--- src/rtl/pipe_operand_mux.sv ---
// N-way operand select with a one-cycle output register, valid tracking and stall/flush control.
// Define PIPE_OPERAND_MUX_SELERR_EN to add the sticky out-of-range select flag and its saturating counter.
module pipe_operand_mux #(
    parameter int WIDTH  = 32,
    parameter int NUM_IN = 3,
    parameter int SEL_W  = 2
) (
    input  logic                    clk,
    input  logic                    rst,
    input  logic [NUM_IN*WIDTH-1:0] in_bus,
    input  logic [SEL_W-1:0]        sel,
    input  logic                    in_valid,
    input  logic                    stall,
    input  logic                    flush,
    output logic [WIDTH-1:0]        out_data,
    output logic                    out_valid,
    output logic [SEL_W-1:0]        out_sel
`ifdef PIPE_OPERAND_MUX_SELERR_EN
    ,
    output logic                    sel_err,
    output logic [7:0]              sel_err_cnt
`endif
);

    if (NUM_IN < 2 || NUM_IN > 16 || (2 ** SEL_W) < NUM_IN) begin : g_bad_params
        $error("pipe_operand_mux: NUM_IN must be 2..16 and 2**SEL_W >= NUM_IN");
    end

    logic [WIDTH-1:0] sel_data;
    logic             load_en;

    logic [WIDTH-1:0] out_data_q, out_data_d;
    logic             out_valid_q, out_valid_d;
    logic [SEL_W-1:0] out_sel_q, out_sel_d;

    // Out-of-range selects fall through to the zero default.
    always_comb begin
        // NOTE: every always_comb output gets a default first so no path leaves it unassigned (no latch).
        sel_data = '0;
        for (int k = 0; k < NUM_IN; k++) begin
            if (sel == SEL_W'(k)) begin
                sel_data = in_bus[k*WIDTH +: WIDTH];
            end
        end
    end

    assign load_en = !flush && !stall;

    always_comb begin
        out_data_d  = out_data_q;
        out_valid_d = out_valid_q;
        out_sel_d   = out_sel_q;
        if (flush) begin
            out_data_d  = '0;
            out_valid_d = 1'b0;
            out_sel_d   = '0;
        end else if (!stall) begin
            out_valid_d = in_valid;
            out_sel_d   = sel;
            // A bubble only drops valid; the operand value is left in place.
            if (in_valid) begin
                out_data_d = sel_data;
            end
        end
    end

    always_ff @(posedge clk) begin
        // NOTE: sequential state uses non-blocking assignments so all flops update together on the edge.
        if (rst) begin
            out_data_q  <= '0;
            out_valid_q <= 1'b0;
            out_sel_q   <= '0;
        end else begin
            out_data_q  <= out_data_d;
            out_valid_q <= out_valid_d;
            out_sel_q   <= out_sel_d;
        end
    end

    assign out_data  = out_data_q;
    assign out_valid = out_valid_q;
    assign out_sel   = out_sel_q;

`ifdef PIPE_OPERAND_MUX_SELERR_EN
    localparam logic [SEL_W:0] NUM_IN_W = (SEL_W + 1)'(NUM_IN);

    logic       err_hit;
    logic       sel_err_q, sel_err_d;
    logic [7:0] sel_err_cnt_q, sel_err_cnt_d;

    // Error state is only cleared by rst; flush and stall leave it alone.
    always_comb begin
        err_hit       = load_en && in_valid && ({1'b0, sel} >= NUM_IN_W);
        sel_err_d     = sel_err_q | err_hit;
        sel_err_cnt_d = sel_err_cnt_q;
        if (err_hit && sel_err_cnt_q != 8'hFF) begin
            sel_err_cnt_d = sel_err_cnt_q + 8'd1;
        end
    end

    always_ff @(posedge clk) begin
        if (rst) begin
            sel_err_q     <= 1'b0;
            sel_err_cnt_q <= '0;
        end else begin
            sel_err_q     <= sel_err_d;
            sel_err_cnt_q <= sel_err_cnt_d;
        end
    end

    assign sel_err     = sel_err_q;
    assign sel_err_cnt = sel_err_cnt_q;
`endif

endmodule
--- config.mk ---
export PLATFORM = sky130hd
export DESIGN_NAME = pipe_operand_mux
export DESIGN_NICKNAME = d
export VERILOG_FILES = /design/src/rtl/pipe_operand_mux.sv
export SDC_FILE = /design/constraint.sdc
export NUM_CORES = 1
export LEC_CHECK = 0
export ABC_AREA = 0
export CAP_MARGIN = 0
export CORE_MARGIN = 4
export CORE_UTILIZATION = 27
export DETAILED_ROUTE_END_ITERATION = 8
export GPL_TIMING_DRIVEN = 0
export PLACE_DENSITY = 0.73
export SYNTH_ARGS = -nofsm -noshare
export SYNTH_HDL_FRONTEND = slang
export SYNTH_SLANG_ARGS = --single-unit
--- constraint.sdc ---
create_clock -name clk -period 1.45 [get_ports clk]
set_clock_uncertainty 0.05 [all_clocks]
set_input_delay 0.145 -clock clk [delete_from_list [all_inputs] [get_ports clk]]
set_output_delay 0.145 -clock clk [all_outputs]
set_load 0.03 [all_outputs]
==> impl_metrics.yaml <==
logic_synthesis:
  syn_nets: 298
  synth_cells: 195
  avgSynthCellArea_um2: 10.1
  netlist.area_leader.share_pct: 35.6
  ys_warn_count: 0
  synth_area_leader_cell: "dfxtp_1"
  ys_ff_latch: 35
  ys_seq_area_share_pct: 35.6
  synth_area_leaders: "dfxtp_1 (36%), mux2i_1 (17%), a2bb2oi_1 (9.8%)"
  synth.distinct_cells: 18
  syn_area_um2: 1970
cts:
  clock_latency_ns: 0.28
  cts_inserted_buffers: 5
  postCtsSetupBuffers: 0
  tritoncts: "built"
  ctsHoldBuffers: 0
  clk_pin_slew_ns: 0.07
  cts.root.buffer_cell: "clkbuf_8"
  htree_levels: 2
  clock-sinks: 35
  clockBufferDepth: 2
route:
  drc: 0
  antenna_left: 0
  wl_per_cell_um: 15.7
  dr.pass1.iters: 4
  first_iter_violations: 17
  num_vias: 2070
  wl_um: 6790
  routed_via_density: 4.78
die:
  dieArea_um2: 8710
  die_y_um: 93.4
  die_w_um: 93.4
  coreArea_um2: 6940
  placementRows: 30
  initial_core_util_pct: 28.3
  io_pins: 138
flow_run:
  drv_cap: 0
grt:
  grt_max_degree: 11
  grt_pass1_vias: 2132
  grt_pass1_wl_um: 10400
  antenna_found_initial: 0
  overflow: 0
  grt_use_total_pct: 15.1
cells_and_area:
  drive_gt1_share_pct: 14.5
  final_core_util_pct: 50.5
  instances_no_fill: 433
  nNetsFinal: 440
  most-common-layout-cells: "clkdlybuf4s50_1 (100), dfxtp_1 (35), dlygate4sd2_1 (35), mux2i_1 (34), o21ai_0 (29)"
  layout_commonest_cell: "clkdlybuf4s50_1"
  syn_to_final_growth_pct: 78.1
  final_design_area_no_fill_um2: 3500
  diodes: 0
setup_path:
  startpoint: "stall"
  start_kind: "input port"
  cp-end-kind: "flip-flop"
  critPathRequiredTime_ns: 1.56
  path_max_fanout: 10
  r2r-start: "out_data[30]$_SDFFE_PP0P_"
  critPathKind: "in2reg"
  arrival_ns: 1.45
place:
  gp_congestion: 0.725
  numPortBuffers: 135
  dpl.cell_count: 426
  detailed_place_hpwl_um: 5300
  place_area_um2: 3440
  dpl_worst_slack_ns: -0.292
sta:
  drv_slew: 0
  tightestPinTransition_ns: 0.494
  finalSetupViolCount: 0
  fmax_mhz: 749
  hold_violations: 0
  slew_headroom_pct: 67.1
  fin_crit_sh_pct: 92.0
  finalCriticalPeriod_ns: 1.33
  setup_slack_ns: 0.116
  grt_setup_unrepaired: "no"
hold_path:
  hold_class: "in2reg"
  hold_start: "sel[0]"
power_and_ir_drop:
  irDropWorstVdd_mv: 0.375
  powerDensity_nw_per_um2: 738
  finalPower_uw: 2590
  leakage_uw: 0.00153
outcome:
  outcome: "complete, no violations"
timing repair:
action / CTS / global route
gates cloned: 0 / 0
gates resized for setup: 35 / 10
setup endpoints to repair: 35 / 30
stage by stage:
step | TNS (ns) | hold WS [ns]
finish | 0 | 0.207
detailed placement | -8.04 | 0.454
floorplan | 0 | 0.236
global placement | -6.79 | 0.445
global route | 0 | 0.208
CTS | 0 | 0.200
logic make-up (layout without fill, tap and decap cells):
group	after synthesis	count (layout)	share of synthesized area (%)
buffers and inverters	22	164	8.97
AO/OA/AOI/OAI	97	97	35.9
multiplexers	34	34	17.3
flip-flops	35	35	35.6
AND/OR/NAND/NOR	7	7	2.23
Yosys cell counts:
library cell	n
o21ai_1	3
mux2i_1	34
nor2b_4	1
buf_12	1
buf_4	2
buf_6	4
a2bb2oi_1	22
buf_2	5
or2_2	1
buf_8	3
nor2_1	4
a21oi_2	10
a21oi_1	23
a2bb2oi_2	10
dfxtp_1	35
clkbuf_1	7
nor2b_2	1
o21ai_0	29
worst paths after layout:
path                                     to  slack [ns]  cells after the start
setup reg to reg  out_data[30]$_SDFFE_PP0P_        0.69                      2
setup / recovery  out_data[28]$_SDFFE_PP0P_        0.12                      6
hold / removal    out_data[24]$_SDFFE_PP0P_        0.21                      3
hold reg to reg     out_sel[0]$_SDFFE_PP0N_        0.46                      2
critical path, stage by stage:
cell and delay (ns):
clkdlybuf4s50_1 0.59, nor2b_2 0.07, buf_4 0.17, buf_2 0.18, o21ai_0 0.25, a21oi_2 0.04
flip-flops by register name (all words and copies together), names as in the netlist:
signal,cells
out_valid,1
out_sel,2
out_data,32
cell type report:
type                       count  area, µm²
multi-input combinational    138       1090
clock buffer                   6       72.6
buffer                        22        183
timing repair buffer         135       1310
fill                         668       3440
tap                           96        120
clock inverter                 1       30.0
sequential                    35        701
power by group:
group	internal (µW)	switching, µW	total (µW)
combinational	450	302	752
sequential	993	14.1	1010
clock	504	324	828
total	1950	640	2590
layer usage:
metal | up-vias | GRT usage [%] | part of all wire, %
met2 | 87 | 26.6 | 49
li1 | 1017 | - | -
met3 | 5 | 5.47 | 10
met1 | 961 | 17.5 | 40
met4 | 0 | 2.93 | 0.63
met5 | - | 0 | 0
Power figures use the tool's default switching activity.
